### config.mk
export PLATFORM = sky130hd
export DESIGN_NAME = digit_scan_mux
export DESIGN_NICKNAME = d
export VERILOG_FILES = /design/src/rtl/disp_pkg.sv /design/src/rtl/seg7_decode.sv /design/src/rtl/digit_scan_mux.sv
export SDC_FILE = /design/constraint.sdc
export NUM_CORES = 1
export LEC_CHECK = 0
export BUFFER_PORTS_ARGS = -buffer_cell sky130_fd_sc_hd__buf_4
export CORE_MARGIN = 3
export CORE_UTILIZATION = 45
export DETAILED_ROUTE_END_ITERATION = 16
export MAX_ROUTING_LAYER = met4
export PLACE_DENSITY = 0.71
export SKIP_CTS_REPAIR_TIMING = 1
export SLEW_MARGIN = 20
export SYNTH_ARGS = -nofsm -noshare
export SYNTH_HDL_FRONTEND = slang
export SYNTH_SLANG_ARGS = --single-unit
### constraint.sdc
create_clock -name clk -period 2.8 [get_ports clk]
set_clock_uncertainty 0.05 [all_clocks]
set_input_delay 0.28 -clock clk [delete_from_list [all_inputs] [get_ports clk]]
set_output_delay 0.28 -clock clk [all_outputs]
set_load 0.01 [all_outputs]
### src/rtl/disp_pkg.sv
// Shared constants for the seven-segment display path: segment patterns
// ({g,f,e,d,c,b,a}, active-high) and an elaboration-time clog2.
package disp_pkg;

   localparam logic [6:0] SEG_0   = 7'h3F;
   localparam logic [6:0] SEG_1   = 7'h06;
   localparam logic [6:0] SEG_2   = 7'h5B;
   localparam logic [6:0] SEG_3   = 7'h4F;
   localparam logic [6:0] SEG_4   = 7'h66;
   localparam logic [6:0] SEG_5   = 7'h6D;
   localparam logic [6:0] SEG_6   = 7'h7D;
   localparam logic [6:0] SEG_7   = 7'h07;
   localparam logic [6:0] SEG_8   = 7'h7F;
   localparam logic [6:0] SEG_9   = 7'h6F;
   localparam logic [6:0] SEG_A   = 7'h77;
   localparam logic [6:0] SEG_B   = 7'h7C;
   localparam logic [6:0] SEG_C   = 7'h39;
   localparam logic [6:0] SEG_D   = 7'h5E;
   localparam logic [6:0] SEG_E   = 7'h79;
   localparam logic [6:0] SEG_F   = 7'h71;
   localparam logic [6:0] SEG_OFF = 7'h00;

   function automatic int clog2(input int value);
      int result;
      result = 0;
      for (int i = 0; i < 31; i++) begin
         if ((32'sd1 << i) < value) begin
            result = i + 1;
         end
      end
      return result;
   endfunction

endpackage

### src/rtl/seg7_decode.sv
// Combinational hex nibble to seven-segment lookup (active-high segments).
module seg7_decode
   import disp_pkg::*;
(
   input  logic [3:0] nibble,
   output logic [6:0] seg
);

   // nibble to segment pattern lookup
   always_comb begin
      seg = SEG_OFF;
      case (nibble)
         4'h0:    seg = SEG_0;
         4'h1:    seg = SEG_1;
         4'h2:    seg = SEG_2;
         4'h3:    seg = SEG_3;
         4'h4:    seg = SEG_4;
         4'h5:    seg = SEG_5;
         4'h6:    seg = SEG_6;
         4'h7:    seg = SEG_7;
         4'h8:    seg = SEG_8;
         4'h9:    seg = SEG_9;
         4'hA:    seg = SEG_A;
         4'hB:    seg = SEG_B;
         4'hC:    seg = SEG_C;
         4'hD:    seg = SEG_D;
         4'hE:    seg = SEG_E;
         4'hF:    seg = SEG_F;
         default: seg = SEG_OFF;
      endcase
   end

endmodule

### src/rtl/digit_scan_mux.sv
// Multiplexed seven-segment scanner: prescaled digit scan, frame-synchronous
// shadow of the digit/dot inputs, leading-zero blanking, duty control, polarity.
module digit_scan_mux
   import disp_pkg::*;
#(
   parameter int NUM_DIGITS = 6,
   parameter int SCAN_LOG2  = 10,
   parameter int DUTY_BITS  = 3,
   parameter bit ACTIVE_LOW = 1'b0
)
(
   input  logic                    clk,
   input  logic                    hard_reset,
   input  logic [4*NUM_DIGITS-1:0] digits,
   input  logic [NUM_DIGITS-1:0]   dot_mask,
   input  logic                    blank_lz,
   input  logic [DUTY_BITS-1:0]    brightness,
   output logic [3:0]              a,
   output logic [6:0]              seg,
   output logic                    dot,
   output logic [NUM_DIGITS-1:0]   seg_sel,
   output logic                    frame_start
);

   localparam int                    IDX_W     = clog2(NUM_DIGITS);
   localparam logic [IDX_W-1:0]      LAST_IDX  = IDX_W'(NUM_DIGITS - 1);
   localparam logic [SCAN_LOG2-1:0]  PRESC_MAX = {SCAN_LOG2{1'b1}};
   localparam logic [6:0]            SEG_POL   = {7{ACTIVE_LOW}};
   localparam logic [NUM_DIGITS-1:0] SEL_POL   = {NUM_DIGITS{ACTIVE_LOW}};

   logic [SCAN_LOG2-1:0]    presc_r;
   logic [IDX_W-1:0]        idx_r;
   logic [4*NUM_DIGITS-1:0] sh_digits_r;
   logic [NUM_DIGITS-1:0]   sh_dots_r;
   logic                    run_r;

   logic                    tick_s;
   logic                    wrap_s;
   logic [3:0]              nibble_s;
   logic [6:0]              dec_s;
   logic                    dot_s;
   logic [NUM_DIGITS-1:0]   zero_above_s;
   logic                    blank_s;
   logic [DUTY_BITS-1:0]    slot_s;
   logic                    lit_s;
   logic [NUM_DIGITS-1:0]   onehot_s;

   logic [3:0]              next_a_s;
   logic [6:0]              next_seg_s;
   logic                    next_dot_s;
   logic [NUM_DIGITS-1:0]   next_sel_s;
   logic                    next_fs_s;

   assign tick_s   = (presc_r == PRESC_MAX);
   assign wrap_s   = tick_s && (idx_r == LAST_IDX);
   assign nibble_s = sh_digits_r[{idx_r, 2'b00} +: 4];
   assign dot_s    = sh_dots_r[idx_r];
   assign slot_s   = presc_r[SCAN_LOG2-1 -: DUTY_BITS];
   assign lit_s    = (slot_s <= brightness);
   assign onehot_s = {{(NUM_DIGITS-1){1'b0}}, 1'b1} << idx_r;

   seg7_decode u_decode (
      .nibble (nibble_s),
      .seg    (dec_s)
   );

   // zero_above_s[k]: shadow digits k..NUM_DIGITS-1 are all zero
   always_comb begin
      zero_above_s = {NUM_DIGITS{1'b0}};
      for (int k = 0; k < NUM_DIGITS; k++) begin
         zero_above_s[k] = ((sh_digits_r >> (4 * k)) == {(4*NUM_DIGITS){1'b0}});
      end
   end

   assign blank_s = blank_lz && (idx_r != {IDX_W{1'b0}}) && zero_above_s[idx_r];

   // next output values, before polarity; idle until the shadow has loaded
   always_comb begin
      next_a_s   = 4'h0;
      next_seg_s = SEG_OFF;
      next_dot_s = 1'b0;
      next_sel_s = {NUM_DIGITS{1'b0}};
      next_fs_s  = 1'b0;
      if (run_r) begin
         next_a_s   = nibble_s;
         next_seg_s = blank_s ? SEG_OFF : dec_s;
         next_dot_s = dot_s;
         if (lit_s && (!blank_s || dot_s)) begin
            next_sel_s = onehot_s;
         end else begin
            next_sel_s = {NUM_DIGITS{1'b0}};
         end
         next_fs_s  = (idx_r == {IDX_W{1'b0}}) && (presc_r == {SCAN_LOG2{1'b0}});
      end else begin
         next_a_s   = 4'h0;
         next_seg_s = SEG_OFF;
         next_dot_s = 1'b0;
         next_sel_s = {NUM_DIGITS{1'b0}};
         next_fs_s  = 1'b0;
      end
   end

   // scan state: the first cycle out of reset only loads the shadow
   always_ff @(posedge clk or posedge hard_reset) begin
      if (hard_reset) begin
         presc_r     <= {SCAN_LOG2{1'b0}};
         idx_r       <= {IDX_W{1'b0}};
         sh_digits_r <= {(4*NUM_DIGITS){1'b0}};
         sh_dots_r   <= {NUM_DIGITS{1'b0}};
         run_r       <= 1'b0;
      end else if (!run_r) begin
         run_r       <= 1'b1;
         sh_digits_r <= digits;
         sh_dots_r   <= dot_mask;
      end else begin
         presc_r <= presc_r + SCAN_LOG2'(1);
         if (wrap_s) begin
            idx_r       <= {IDX_W{1'b0}};
            sh_digits_r <= digits;
            sh_dots_r   <= dot_mask;
         end else if (tick_s) begin
            idx_r <= idx_r + IDX_W'(1);
         end
      end
   end

   // output register with pin polarity applied
   always_ff @(posedge clk or posedge hard_reset) begin
      if (hard_reset) begin
         a           <= 4'h0;
         seg         <= SEG_POL;
         dot         <= ACTIVE_LOW;
         seg_sel     <= SEL_POL;
         frame_start <= 1'b0;
      end else begin
         a           <= next_a_s;
         seg         <= next_seg_s ^ SEG_POL;
         dot         <= next_dot_s ^ ACTIVE_LOW;
         seg_sel     <= next_sel_s ^ SEL_POL;
         frame_start <= next_fs_s;
      end
   end

endmodule
==> qor_table.md <==
| Item | Value | Unit |
|:---|:---|:---|
| Gate count after technology mapping | 266 | - |
| Result of the run | finished, final reports clean | - |
| Post-route design area | 3925 | um2 |
| Top post-synthesis cells by count | sky130_fd_sc_hd__dfrtp_1, sky130_fd_sc_hd__mux2_2, sky130_fd_sc_hd__nor2_1 | - |
| Startpoint of the lowest-slack register-to-register path | idx_r[1] | - |
| Number of vias per cell | 5.270 | - |
| Max Freq | 0.4304 | GHz |
| Delay contributed by the slowest stage of the critical path | 560 | ps |
| Worst reg2reg path depth | 6 | - |
| TritonCTS clock tree | done | - |
| Initial DRT Pass Iterations | 4 | - |
| Met2 layer usage reported by global route | 0.2520 | - |
| Met3 routing resource usage after global routing | 0.03417 | - |
| Remaining global-route overflow | 0 | - |
| Clock latency on the worst-skew pair | 330 | ps |
| Sequential element share of the synthesized area | 0.4901 | - |
| CP Max Fanout | 31 | - |
| WL/cell | 15.31 | um |
| Global-route wire length before repair | 10940 | um |
| Wire length reported by the detailed router | 6629 | um |
| Leading cell type by number of instances after synthesis | sky130_fd_sc_hd__dfrtp_1 | - |
| Most frequently used flop master after synthesis | sky130_fd_sc_hd__dfrtp_1 | - |
| DR iter-0 viols | 169 | - |
| Worst reg2reg setup slack | 480 | ps |
| Total power per unit cell area | 553.9 | nW/um2 |
| Critical path buffer and inverter count | 2 | - |
| Net count reported at finish | 385 | - |
| Pin count of the biggest net entering global routing | 35 | - |
| Gp weighted congestion | 0.8351 | - |
| Clock sink count | 63 | - |
| Multiplexer share of the synthesized area | 0.1494 | - |
| Worst Min Path Start | digits[20] | - |
| Synthesis warning total | 0 | - |
| Total routing resource utilization after global routing | 0.1730 | - |
| Post-synth EDFFs | 0 | - |
| Initial standard-cell utilization of the core | 0.4683 | - |
| Total power | 2.174 | mW |
| Share of the synthesized area in the top cell type | 0.4901 | - |
| Total leakage power | 1.783 | nW |
| M1 GR Usage | 0.2320 | - |
| Classification of the worst-slack hold path | in -> reg | - |
| Crit path DAT | 2490 | ps |
| Post-Synth Simple-Gate Area | 0.1303 | - |
| Antenna-violating nets left | 0 | - |
| Peak supply drop | 0.2636 | mV |
| Maximum number of buffers from clock root to sink | 2 | - |
| Fraction of the mapped netlist area in compound gates | 0.1035 | - |
| Crit share post-route | 0.8298 | - |
| Gr busiest metal | met2 | - |
| Cell taking the most area after synthesis | sky130_fd_sc_hd__dfrtp_1 | - |
| Transition time at the pin with the least slew margin | 584.6 | ps |
| Area growth, synth to finish | 22.01 | % |
| Overall die area | 8199 | um2 |
| Highest-delay cell along the critical path | sky130_fd_sc_hd__dfrtp_1 | - |
| Post-synthesis share of cell area spent on full adders, half adders and majority gates | 0.05834 | - |
| Xor/xnor share of the synthesized area | 0.02450 | - |
| Number of buffers created by CTS | 9 | - |
| I/O pin total | 55 | - |
| Startpoint types | flip-flop | - |
| Main area contributors after synthesis | sky130_fd_sc_hd__dfrtp_1, sky130_fd_sc_hd__mux2_2, sky130_fd_sc_hd__ha_1 | - |
| H-tree depth reported by CTS | 3 | - |
| Fraction of synthesis flops using an asynchronous set or reset pin | 1.000 | - |
| Setup repair after global routing missed its margin | no | - |
| Avg Inst Size Synth | 12.09 | um2 |
| Combined area of all synthesized cells | 3217 | um2 |
| Core occupancy in the finished layout | 0.5714 | - |
| Aggregate negative setup slack | 0 | ps |
| Clock-pin slew on the worst setup and hold paths | 60 | ps |
| DRC violation count after routing | 0 | - |
| DIE HEIGHT | 90.55 | um |
| Combinational family with the most area after synthesis | multiplexers | - |
| Number of antenna violations at the first check in global routing | 0 | - |
| Fraction of final layout cells with drive strength greater than 1 | 0.3620 | - |
| Cell type group with the largest total delay on the critical path | buffers and inverters | - |
| Worst slew margin | 0.6067 | - |
| Antenna diode count | 0 | - |
| Type of the worst setup path | reg -> reg | - |
| Element type at the critical path end | flip-flop | - |
| Clock root buffer | sky130_fd_sc_hd__clkbuf_8 | - |
| Number of rows in the core area | 30 | - |
| Total of buffers placed on input and output ports | 54 | - |
| Die extent in x | 90.55 | um |
| Post-Synthesis Net Count | 317 | - |
| Yosys cell types | 58 | - |
| Final setup fails | 0 | - |
| Max-cap violation count | 0 | - |
| Worst flop-to-flop path endpoint | sh_digits_r[7] | - |
| Via count | 2282 | - |
| Chain of cells forming the critical path | inv_2 -> ha_1 -> nand2_1 -> o41ai_4 -> buf_4 -> mux2_2 | - |
| Via count of the first global-routing pass | 2242 | - |
| Endpoint of the worst hold path | sh_digits_r[20] | - |
| Worst Hold Path Cells | 3 | - |
| Post-placement cell area | 3751 | um2 |
| Core region area | 6869 | um2 |
| Dpl hpwl | 4951 | um |
| Fin crit period | 2323 | ps |
| Required time worst endpoint | 2960 | ps |
| Synth Register Bits | 63 | - |
| Total count of max-transition violations in the final report | 0 | - |
| Count of endpoints failing hold in the final timing report | 0 | - |
-- cell type report --
cell class / instances / area [um2]
fill: 606 / 2944
sequential: 63 / 1577
multi-input combinational: 179 / 1514
timing repair buffer: 65 / 490.5
clock buffer: 13 / 158.9
tap: 96 / 120.1
inverter: 16 / 60.06
clock inverter: 1 / 5.005
-- stage by stage --
stage	worst slack [ps]	instances	hold slack, ps
final	476.6	433	101.3
after global routing	335.9	433	116.4
after CTS	480.6	432	-27.95
after detailed placement	495.3	418	331.5
after global placement	528.2	418	327.4
after floorplan	598.2	266	346.8
-- power breakdown --
group / leakage, nW / internal [mW] / total, mW / switching [mW]
Combinational: 0.917 / 0.204 / 0.383 / 0.179
Sequential: 0.781 / 1.02 / 1.12 / 0.0969
Clock: 0.0854 / 0.359 / 0.675 / 0.316
Total: 1.78 / 1.58 / 2.17 / 0.592
-- cell usage in the layout (no fill, tap or decap), types with 3 or more instances in the layout --
master and instances:
sky130_fd_sc_hd__mux4_2 3, sky130_fd_sc_hd__xor2_1 3, sky130_fd_sc_hd__mux2_2 27, sky130_fd_sc_hd__o21ai_0 8, sky130_fd_sc_hd__mux2i_1 5, sky130_fd_sc_hd__nand2_1 13
sky130_fd_sc_hd__inv_1 14, sky130_fd_sc_hd__nand4_1 4, sky130_fd_sc_hd__a221oi_1 3, sky130_fd_sc_hd__nand3_1 9, sky130_fd_sc_hd__xnor2_1 6, sky130_fd_sc_hd__dfrtp_1 63
sky130_fd_sc_hd__nor4_1 7, sky130_fd_sc_hd__mux2_1 4, sky130_fd_sc_hd__a21oi_1 3, sky130_fd_sc_hd__nand3b_1 3, sky130_fd_sc_hd__nor3_1 3, sky130_fd_sc_hd__buf_4 64
sky130_fd_sc_hd__ha_1 15, sky130_fd_sc_hd__clkbuf_8 11, sky130_fd_sc_hd__nor2_1 18
-- per-layer routing --
metal  up-vias  share of wire
met5         -              0
met4         0          0.019
met1      1115           0.46
met2        56           0.47
li1       1099              -
met3        12          0.045
-- worst reg2reg max path, cell delays in order, from the launching register on --
cell,delay [ps]
sky130_fd_sc_hd__dfrtp_1,560
sky130_fd_sc_hd__inv_2,180
sky130_fd_sc_hd__ha_1,200
sky130_fd_sc_hd__nand2_1,180
sky130_fd_sc_hd__o41ai_4,240
sky130_fd_sc_hd__buf_4,400
sky130_fd_sc_hd__mux2_2,400
-- registers in the layout, indices dropped and copies added (netlist names), 3 cells and up --
| register | count |
|---|---|
| sh_digits_r | 24 |
| presc_r | 10 |
| seg | 7 |
| seg_sel | 6 |
| sh_dots_r | 6 |
| a | 4 |
| idx_r | 3 |
-- cells by family (layout without fill, tap and decap cells) --
kind of cell	after synthesis	count (layout)
other	1	1
xor gates and xnor gates	9	9
and+or+nand+nor	75	75
AOI/OAI and AO/OA	39	39
muxes	40	40
adders and majority gates	15	15
DFF	63	63
buffers and inverters	24	95
-- how the worst max path moves through the flow --
stage	start	end	slack, ps	cells after the start
global route	idx_r[0]	seg[6]	340	7
detailed placement	idx_r[1]	sh_digits_r[17]	500	6
global placement	idx_r[1]	sh_digits_r[4]	530	6
finish	idx_r[1]	sh_digits_r[7]	480	6
CTS	idx_r[1]	sh_digits_r[17]	480	6
floorplan	idx_r[1]	seg[6]	600	8
Power figures use the tool's default switching activity.
